==> src/rtl/lsu_mem_access_pkg.sv <==
// Shared types for the load/store unit: memory-op encoding, size decode, exception causes, FSM states.
package lsu_mem_access_pkg;

   // [3]=load, [2:1]=size (11 byte, 01 half, 10 word, 00 none), [0]=unsigned
   typedef enum logic [3:0] {
      MEM_NOP = 4'b0000,
      MEM_SW  = 4'b0100,
      MEM_SH  = 4'b0010,
      MEM_SB  = 4'b0110,
      MEM_LW  = 4'b1100,
      MEM_LH  = 4'b1010,
      MEM_LHU = 4'b1011,
      MEM_LB  = 4'b1110,
      MEM_LBU = 4'b1111
   } mem_inst_type_t;

   typedef enum logic [1:0] {
      SIZE_NONE = 2'b00,
      SIZE_HALF = 2'b01,
      SIZE_WORD = 2'b10,
      SIZE_BYTE = 2'b11
   } mem_size_e;

   typedef enum logic [1:0] {
      LSU_IDLE,
      LSU_REQ,
      LSU_WAIT_RSP,
      LSU_DONE
   } lsu_state_e;

   localparam logic [31:0] CAUSE_LOAD_MISALIGN  = 32'd4;
   localparam logic [31:0] CAUSE_LOAD_FAULT     = 32'd5;
   localparam logic [31:0] CAUSE_STORE_MISALIGN = 32'd6;
   localparam logic [31:0] CAUSE_STORE_FAULT    = 32'd7;

   function automatic mem_size_e mem_size(input logic [3:0] mem_type);
      return mem_size_e'(mem_type[2:1]);
   endfunction

endpackage

==> src/rtl/lsu_load_align.sv <==
// Load return path: picks the addressed byte/half lane out of the bus word and sign- or zero-extends it.
module lsu_load_align
   import lsu_mem_access_pkg::*;
(
   input  logic [31:0] bus_rdata,
   input  logic [1:0]  byte_off,
   input  mem_size_e   size,
   input  logic        is_unsigned,
   output logic [31:0] load_data
);

   logic [7:0]  byte_lane;
   logic [15:0] half_lane;

   // NOTE: every output of a combinational block gets a default first so no path can infer a latch.
   always_comb begin
      byte_lane = bus_rdata[{byte_off, 3'b000} +: 8];
      half_lane = byte_off[1] ? bus_rdata[31:16] : bus_rdata[15:0];
      load_data = bus_rdata;
      case (size)
         SIZE_BYTE: load_data = {{24{~is_unsigned & byte_lane[7]}}, byte_lane};
         SIZE_HALF: load_data = {{16{~is_unsigned & half_lane[15]}}, half_lane};
         default:   load_data = bus_rdata;
      endcase
   end

endmodule

==> src/rtl/lsu_mem_access.sv <==
// MEM_OP-stage load/store unit: one req/gnt/rvalid bus transaction per start_i, with misalign/timeout exceptions.
// Build option MISALIGN_TRAP_EN: trap misaligned half/word accesses instead of forcing them to alignment.
module lsu_mem_access
   import lsu_mem_access_pkg::*;
#(
   parameter int unsigned BUS_TIMEOUT = 255
) (
   input  logic        clk,
   input  logic        rst,
   input  logic        start_i,
   input  logic [3:0]  mem_type_i,
   input  logic [31:0] addr_i,
   input  logic [31:0] wdata_i,
   output logic        busy_o,
   output logic        done_o,
   output logic [31:0] rdata_o,
   output logic        exc_o,
   output logic [31:0] exc_cause_o,
   output logic        bus_req_o,
   output logic        bus_we_o,
   output logic [31:0] bus_addr_o,
   output logic [3:0]  bus_be_o,
   output logic [31:0] bus_wdata_o,
   input  logic        bus_gnt_i,
   input  logic        bus_rvalid_i,
   input  logic [31:0] bus_rdata_i
);

   localparam int unsigned    CNT_W    = (BUS_TIMEOUT > 1) ? $clog2(BUS_TIMEOUT) : 1;
   localparam logic [CNT_W-1:0] CNT_LAST = CNT_W'(BUS_TIMEOUT - 1);

   lsu_state_e        state_q, state_d;
   mem_size_e         size_s, size_q;
   logic [1:0]        off_s, off_q;
   logic              access_s, trap_s, timeout_hit;
   logic [3:0]        be_s, be_q;
   logic [31:0]       wdata_s, wdata_q;
   logic [29:0]       addr_q;
   logic [31:0]       rdata_q, cause_q, load_data;
   logic              we_q, uns_q, exc_q;
   logic [CNT_W-1:0]  cnt_q;

   // Decode of the request presented with start_i; only consumed in IDLE.
   always_comb begin
      size_s   = mem_size(mem_type_i);
      access_s = (size_s != SIZE_NONE);
      off_s    = addr_i[1:0];
      trap_s   = 1'b0;
`ifdef MISALIGN_TRAP_EN
      trap_s = ((size_s == SIZE_HALF) && addr_i[0]) ||
               ((size_s == SIZE_WORD) && (addr_i[1:0] != 2'b00));
`else
      if (size_s == SIZE_HALF) begin
         off_s[0] = 1'b0;
      end else if (size_s == SIZE_WORD) begin
         off_s = 2'b00;
      end
`endif
      be_s    = 4'b1111;
      wdata_s = wdata_i;
      case (size_s)
         SIZE_BYTE: begin
            be_s    = 4'b0001 << off_s;
            wdata_s = {4{wdata_i[7:0]}};
         end
         SIZE_HALF: begin
            be_s    = off_s[1] ? 4'b1100 : 4'b0011;
            wdata_s = {2{wdata_i[15:0]}};
         end
         default: ;
      endcase
   end

   assign timeout_hit = (BUS_TIMEOUT != 0) && (cnt_q == CNT_LAST);

   always_comb begin
      state_d = state_q;
      case (state_q)
         LSU_IDLE: begin
            if (start_i) begin
               state_d = (access_s && !trap_s) ? LSU_REQ : LSU_DONE;
            end
         end
         LSU_REQ: begin
            // rvalid is deliberately not looked at here, even in the gnt cycle.
            if (bus_gnt_i) begin
               state_d = we_q ? LSU_DONE : LSU_WAIT_RSP;
            end else if (timeout_hit) begin
               state_d = LSU_DONE;
            end
         end
         LSU_WAIT_RSP: begin
            if (bus_rvalid_i || timeout_hit) begin
               state_d = LSU_DONE;
            end
         end
         default: state_d = LSU_IDLE;
      endcase
   end

   // NOTE: clocked state is written with non-blocking assignments so every register samples pre-edge values.
   always_ff @(posedge clk or posedge rst) begin
      if (rst) begin
         state_q <= LSU_IDLE;
      end else begin
         state_q <= state_d;
      end
   end

   // Wait counter restarts on every state change, so REQ and WAIT_RSP each get the full budget.
   always_ff @(posedge clk or posedge rst) begin
      if (rst) begin
         cnt_q <= '0;
      end else if (state_d != state_q) begin
         cnt_q <= '0;
      end else if ((state_q == LSU_REQ) || (state_q == LSU_WAIT_RSP)) begin
         cnt_q <= cnt_q + 1'b1;
      end
   end

   always_ff @(posedge clk or posedge rst) begin
      if (rst) begin
         size_q  <= SIZE_NONE;
         off_q   <= 2'b00;
         we_q    <= 1'b0;
         uns_q   <= 1'b0;
         addr_q  <= '0;
         be_q    <= '0;
         wdata_q <= '0;
         rdata_q <= '0;
         exc_q   <= 1'b0;
         cause_q <= '0;
      end else begin
         case (state_q)
            LSU_IDLE: begin
               if (start_i) begin
                  exc_q   <= trap_s;
                  cause_q <= !trap_s ? 32'd0 :
                             (mem_type_i[3] ? CAUSE_LOAD_MISALIGN : CAUSE_STORE_MISALIGN);
                  if (access_s && !trap_s) begin
                     size_q  <= size_s;
                     off_q   <= off_s;
                     we_q    <= ~mem_type_i[3];
                     uns_q   <= mem_type_i[0];
                     addr_q  <= addr_i[31:2];
                     be_q    <= be_s;
                     wdata_q <= wdata_s;
                  end
               end
            end
            LSU_REQ: begin
               if (!bus_gnt_i && timeout_hit) begin
                  exc_q   <= 1'b1;
                  cause_q <= we_q ? CAUSE_STORE_FAULT : CAUSE_LOAD_FAULT;
               end
            end
            LSU_WAIT_RSP: begin
               if (bus_rvalid_i) begin
                  rdata_q <= load_data;
               end else if (timeout_hit) begin
                  exc_q   <= 1'b1;
                  cause_q <= CAUSE_LOAD_FAULT;
               end
            end
            default: ;
         endcase
      end
   end

   lsu_load_align u_load_align (
      .bus_rdata   (bus_rdata_i),
      .byte_off    (off_q),
      .size        (size_q),
      .is_unsigned (uns_q),
      .load_data   (load_data)
   );

   assign busy_o      = (state_q != LSU_IDLE);
   assign done_o      = (state_q == LSU_DONE);
   assign exc_o       = done_o & exc_q;
   assign exc_cause_o = cause_q;
   assign rdata_o     = rdata_q;
   assign bus_req_o   = (state_q == LSU_REQ);
   assign bus_we_o    = we_q;
   assign bus_addr_o  = {addr_q, 2'b00};
   assign bus_be_o    = be_q;
   assign bus_wdata_o = wdata_q;

endmodule
==> config.mk <==
export PLATFORM = sky130hd
export DESIGN_NAME = lsu_mem_access
export DESIGN_NICKNAME = d
export VERILOG_FILES = /design/src/rtl/lsu_mem_access_pkg.sv /design/src/rtl/lsu_load_align.sv /design/src/rtl/lsu_mem_access.sv
export SDC_FILE = /design/constraint.sdc
export NUM_CORES = 1
export LEC_CHECK = 0
export ABC_AREA = 1
export BUFFER_PORTS_ARGS = -buffer_cell sky130_fd_sc_hd__buf_2
export CAP_MARGIN = 30
export CORE_MARGIN = 3
export CORE_UTILIZATION = 39
export DETAILED_ROUTE_END_ITERATION = 8
export GPL_TIMING_DRIVEN = 0
export HOLD_SLACK_MARGIN = 0.15
export PLACE_DENSITY = 0.74
export SYNTH_ARGS = -nofsm -noshare
export SYNTH_HDL_FRONTEND = slang
export SYNTH_SLANG_ARGS = --single-unit
export TNS_END_PERCENT = 50
==> constraint.sdc <==
create_clock -name clk -period 5.3 [get_ports clk]
set_input_delay 0.265 -clock clk [delete_from_list [all_inputs] [get_ports clk]]
set_output_delay 0.265 -clock clk [all_outputs]
set_load 0.005 [all_outputs]
## After elaboration in Yosys (flattened, before gate mapping)

Index checks and enable logic that the tools add are counted.

- Register bits: 147
- Bits of input ports: 105
- Output and inout bits: 137
- Logic and storage cells: 74

- $add $sub $neg: 1
- Eq/ne operators: 14
- Shift operators: 2
- Muxes and demuxes: 28
- Bitwise gates (word level): 5
- Reduce and logical (&&, ||, !) cells: 12

Operators with widths:

| kind | count |
|---|---|
| $mux W32 | 4 |
| $pmux W32 S2 | 2 |
| $pmux W32 S3 | 1 |
| $shiftx A32 B6 Y8 | 1 |
| $mux W16 | 1 |
| $mux W8 | 2 |
| $mux W2 | 7 |
| $eq A2 B2 Y1 const B | 5 |
| $add A8 B1 Y8 const B | 1 |
| $eq A8 B8 Y1 const B | 1 |
| $pmux W4 S2 | 1 |
| $mux W1 | 7 |
| $eq A2 B1 Y1 const B | 3 |
| $ne A2 B2 Y1 const B | 3 |
| $pmux W2 S3 | 1 |
| $reduce_bool A2 Y1 | 3 |
| $reduce_and A5 Y1 | 1 |
| $mux W4 | 1 |
| $shl A1 B2 Y4 const A | 1 |
| $and A1 B1 Y1 | 3 |
| $pmux W1 S3 | 1 |
| $reduce_and A3 Y1 | 1 |
| $reduce_bool A3 Y1 | 1 |
| $logic_not A2 Y1 | 1 |
| 7 further kinds | 9 |

## Longest topological paths before layout

- Word-level depth: 6
- Mapped depth: 14
- Gate-level depth less buffers: 14

## Modules after synthesis

From an unflattened synthesis, not the netlist that was laid out.

- Cells, all modules: 780
- Area total of the unflattened synthesis: 5914.4 µm²

By module, submodules not included:

| module | times used | cells each | area each (µm²) | sequential area each (µm²) |
|---|---|---|---|---|
| lsu_mem_access | 1 | 622 | 5230.0 | 2902.8 |
| lsu_load_align | 1 | 158 | 684.4 | 0.0 |

## Least setup slack after synthesis

OpenSTA, ideal clock, no wires.

- Path kind: register to register
- From: register state_q[1]
- To: register cnt_q[7]
- Library setup time: 0.120 ns
- Arrival: 1.492 ns
- Data required time: 5.180 ns
- Setup slack: 3.688 ns
- Stages on the path, launching flop included: 10
- Path buffers: 0
- Period minus slack after synthesis: 1.612 ns
- Path through: dfrtp_1 -> inv_1 -> ha_1 -> inv_2 -> nor2_1 -> nand3_1 -> nor2_1 -> nand2_1 -> xor2_1 -> nor2_1

- Word-level cells in the longest chain between the ends: 5
- Elaborated cells between the ends (all ways): 12
- Those cells by class: eq/ne: 3; mux: 6; reduce/logical: 3

Ends and longest elaborated chain:

| what | RTL line | source |
|---|---|---|
| start, declared | lsu_mem_access.sv:32 | `lsu_state_e state_q, state_d;` |
| start signal, assigned | lsu_mem_access.sv:106 | `state_q <= state_d;` |
| $mux W2 | lsu_mem_access.sv:88 | `end else if (timeout_hit) begin` |
| $mux W2 | lsu_mem_access.sv:86 | `if (bus_gnt_i) begin` |
| $pmux W2 S3 | lsu_mem_access.sv:78 | `case (state_q)` |
| $ne A2 B2 Y1 | lsu_mem_access.sv:114 | `end else if (state_d != state_q) begin` |
| $mux W8 / $reduce_bool A2 Y1 (equally long branches) | n/a |  |
| end signal, assigned | lsu_mem_access.sv:117 | `cnt_q <= cnt_q + 1'b1;` |
| end, declared | lsu_mem_access.sv:41 | `logic [CNT_W-1:0] cnt_q;` |

Parallel ways exist; a longest one is shown, timed or not.
A chain may end at the register's enable or synchronous reset.

## Worst setup path in the final report

- From: register state_q[0]
- To: register rdata_q[20] (netlist: rdata_o[20])

- Word-level cells in the longest chain between the ends: 2

Ends and longest elaborated chain:

| what | RTL line | source |
|---|---|---|
| $eq A2 B2 Y1 | lsu_mem_access.sv:134 | `case (state_q)` |
| $reduce_and A2 Y1 (no line) | n/a |  |
| end signal, assigned | lsu_mem_access.sv:159 | `rdata_q <= load_data;` |
| end, declared | lsu_mem_access.sv:39 | `logic [31:0] rdata_q, cause_q, load_data;` |

Every way passes these cells.

==> Implementation_results.wiki <==
{| class="wikitable"
! Metric !! Value
|-
| Multi-input logic area || 2380 um^2
|-
| Number of optimization iterations in the first detailed-route pass || 5
|-
| CP max-delay cell || sky130_fd_sc_hd__dfrtp_1
|-
| Post-detailed-route count of antenna-violating nets || 0
|-
| Core area || 14700 um^2
|-
| RSZ-0062 raised after global routing || false
|-
| Fraction of layout cells with a size suffix above 1 || 0.303
|-
| Final net count || 1162
|-
| Setup TNS || 0 ns
|-
| Flops & latches, synth || 116
|-
| Number of enable-type register cells in the synthesized netlist || 0
|-
| Final min period || 2.09 ns
|-
| Number of hold violations in the final report || 0
|-
| Number of rows created at floorplan || 44
|-
| Die H || 129 um
|-
| Worst slack, placed || 3.21 ns
|-
| Portion of the clock cycle consumed by the worst path in the final layout || 0.394
|-
| Total power of the final layout || 4.36 mW
|-
| Cell count after placement || 1164
|-
| Post-CTS Setup Inserts || 0
|-
| Worst IR Drop VDD || 0.262 mV
|-
| Gate count of the mapped netlist || 739
|-
| Crit-path max FO || 10
|-
| Total wire length || 18.2 mm
|-
| Min setup slack post-route || 3.21 ns
|-
| Pwr per Cell Area || 521 nW/um^2
|-
| ANT cells || 0
|-
| Main combinational cell family by area after synthesis || simple AND/OR/NAND/NOR gates
|-
| Largest stage delay on the critical path || 0.40 ns
|-
| Number of maximum-capacitance constraint violations || 0
|-
| Drt initial violations || 423
|-
| Netlist Area Pre-Place || 5910 um^2
|-
| Count of H-tree levels built during CTS || 4
|-
| Yosys warnings || 0
|-
| Insertion delay of the later-clocked pin in the worst-skew pair || 0.42 ns
|-
| All-layer global routing usage || 0.219
|-
| Clock sink total || 116
|-
| Predominant post-synthesis flop cell || sky130_fd_sc_hd__dfrtp_1
|-
| Total of buffers placed on input and output ports || 210
|-
| Setup crit end kind || flop
|-
| Number of clock buffers inserted by TritonCTS || 17
|-
| Total I/O pin count || 242
|-
| Avg Cell Area, Syn || 8.00 um^2
|-
| Post-detailed-placement half-perimeter wirelength || 13.1 mm
|-
| Final hold slack || 0.159 ns
|-
| Clock Pin Slew Worst Setup and Hold Paths || 0.05 ns
|-
| Vias in the first global route || 5773
|-
| Chip Width || 129 um
|-
| Yosys cell types || 33
|-
| Die area || 16700 um^2
|-
| Average via count per standard cell || 4.73
|-
| Clock root cell || sky130_fd_sc_hd__clkbuf_16
|-
| Leading post-synthesis cells by cell area || sky130_fd_sc_hd__dfrtp_1, sky130_fd_sc_hd__nand2_1, sky130_fd_sc_hd__inv_1, sky130_fd_sc_hd__buf_4, sky130_fd_sc_hd__o21ai_0
|-
| Basic-gate share of the synthesized area counting and, or, nand and nor cells || 0.209
|-
| Vias || 5875
|-
| Post-synthesis share of cell area spent on full adders, half adders and majority gates || 0.0148
|-
| Gp weighted congestion || 0.866
|-
| Layout Skew || 0.0112 ns
|-
| Effective utilization at floorplan || 0.402
|-
| Proportion of synthesized area in mux cells || 0
|-
| Residual DRC count || 0
|-
| Setup-violating endpoint count in the final report || 0
|-
| Worst path most repeated cell || sky130_fd_sc_hd__inv_2
|-
| Critical setup path kind || flop to flop
|-
| # hold bufs at CTS || 51
|-
| Pins Over Slew Limit || 0
|-
| Setup crit start kind || flop
|-
| Number of inserted filler cells in the final layout || 1277
|-
| Post-synthesis share of cell area spent on xor and xnor gates || 0.0104
|-
| Status || complete, no violations
|-
| Sequential-to-total area share from yosys stat || 0.491
|-
| Top cells by instance count after synthesis || sky130_fd_sc_hd__nand2_1, sky130_fd_sc_hd__dfrtp_1, sky130_fd_sc_hd__inv_1
|-
| Leak || 4.60 nW
|-
| Clock tree from TritonCTS || yes
|-
| FF+latch area || 2900 um^2
|-
| Post-CTS resize count || 0
|-
| Global-route wire length before repair || 28.6 mm
|-
| Library cell with the largest summed area after synthesis || sky130_fd_sc_hd__dfrtp_1
|-
| Layout overhead on the synthesized area || 41.5%
|-
| Max_slew headroom || 0.632
|-
| Buffers plus inverters on the worst setup path || 4
|-
| Type of the tightest min-delay check || input pin to flop
|-
| Number of antenna violations at the first check in global routing || 0
|-
| Worst Tran Pin Value || 0.552 ns
|-
| Non-filler instance count after layout || 1241
|-
| Required time reported for the critical path endpoint || 5.61 ns
|-
| Cells along the critical path || inv_1 > ha_1 > nand2_1 > inv_2 > clkbuf_1 > o21ai_0 > o22ai_2 > inv_2
|-
| Most instantiated library cell after synthesis || sky130_fd_sc_hd__nand2_1
|-
| Crit path arrival time || 2.40 ns
|-
| Maximum clock insertion buffer count || 2
|-
| Pin count of the biggest net entering global routing || 69
|-
| Fraction of registers with async set/reset || 1.00
|-
| Max Fclk || 0.478 GHz
|-
| Share of the synthesized area in the top cell type || 0.491
|-
| CP top delay family || buffers and inverters
|-
| Post-detailed-route wirelength per cell || 14.7 um
|-
| Complex-gate fraction of the synthesized area || 0.149
|-
| Grt total ovfl || 0
|}
## registers in the layout (all words and copies together) (netlist names)
| signal | count |
|---|---|
| uns_q | 1 |
| rdata_o | 32 |
| addr_q | 30 |
| off_q | 2 |
| bus_be_o | 4 |
| exc_cause_o | 2 |
| cnt_q | 8 |
| bus_wdata_o | 32 |
| size_q | 2 |
| state_q | 2 |
| bus_we_o | 1 |
## report_power, final
group | leakage, nW | switching (mW) | internal [mW]
clock network | 0.258 | 0.386 | 0.646
logic | 2.93 | 1.02 | 0.772
registers | 1.42 | 0.250 | 1.29
total | 4.60 | 1.65 | 2.70
## final timing paths
check                           startpoint             end  slack [ns]  depth (start not counted)
setup / recovery                state_q[0]     rdata_o[20]        3.21                          8
hold / removal             bus_rdata_i[10]     rdata_o[10]        0.16                          3
setup reg to reg                state_q[0]     rdata_o[20]        3.21                          8
hold reg to reg                 addr_q[13]      addr_q[13]        0.46                          2
max in group asynchronous              rst  bus_wdata_o[1]        4.18                          4
min in group asynchronous              rst      state_q[1]        0.43                          3
## stage by stage
step / util / instance area, um^2
2_1_floorplan: - / 6020
3_3_place_gp: 0.497 / 7300
3_5_place_dp: 0.499 / 7340
4_1_cts: 0.569 / 8360
5_1_grt: 0.569 / 8360
6_report: 0.569 / 8360
## layout make-up
class,count,share of cell area
Buffer,63,0.0480
Sequential cell,116,0.347
Clock buffer,19,0.0542
Multi-Input combinational cell,502,0.285
Timing Repair Buffer,262,0.190
Clock inverter,7,0.00748
Inverter,88,0.0408
Tap cell,184,0.0275
## worst min-delay path: stages
cell                      delay, ns
sky130_fd_sc_hd__buf_2         0.10
sky130_fd_sc_hd__a21oi_1       0.06
sky130_fd_sc_hd__o21ai_1       0.10
## logic make-up (layout without fill, tap and decap cells)
group                    after synthesis  in the layout
AND/OR/NAND/NOR                      311            311
buffers and inverters                151            439
AO/OA/AOI/OAI                        146            146
flip-flops                           116            116
adder cells (fa/ha/maj)                7              7
XOR/XNOR                               7              7
other                                  1             31
## cells in the final DEF, fill, tap and decap left out, types with 2 or more instances in the layout
cell	n
sky130_fd_sc_hd__xor2_1	4
sky130_fd_sc_hd__o22ai_1	6
sky130_fd_sc_hd__o21ai_1	30
sky130_fd_sc_hd__nand2_2	2
sky130_fd_sc_hd__nor2_2	3
sky130_fd_sc_hd__xnor2_1	3
sky130_fd_sc_hd__o22ai_2	10
sky130_fd_sc_hd__a21oi_1	30
sky130_fd_sc_hd__o21ai_0	47
sky130_fd_sc_hd__nand3_2	2
sky130_fd_sc_hd__clkbuf_8	2
sky130_fd_sc_hd__nor2_1	18
sky130_fd_sc_hd__clkbuf_16	17
sky130_fd_sc_hd__inv_2	14
sky130_fd_sc_hd__clkbuf_1	19
sky130_fd_sc_hd__nand4_1	2
sky130_fd_sc_hd__nand2_4	3
sky130_fd_sc_hd__clkinv_2	6
sky130_fd_sc_hd__inv_4	2
sky130_fd_sc_hd__ha_1	7
sky130_fd_sc_hd__o21a_1	14
sky130_fd_sc_hd__buf_6	2
sky130_fd_sc_hd__buf_4	33
sky130_fd_sc_hd__dfrtp_1	116
sky130_fd_sc_hd__o211ai_1	7
sky130_fd_sc_hd__nand2_1	268
sky130_fd_sc_hd__nand3_1	12
sky130_fd_sc_hd__conb_1	31
sky130_fd_sc_hd__dlygate4sd3_1	51
sky130_fd_sc_hd__buf_2	218
sky130_fd_sc_hd__inv_1	69
## per-layer routing
layer | track usage | wire length (um)
met5 | 0 | 0
met4 | 0.0735 | 403
met3 | 0.0746 | 1660
met2 | 0.379 | 8830
met1 | 0.255 | 7320
Power figures use the tool's default switching activity.
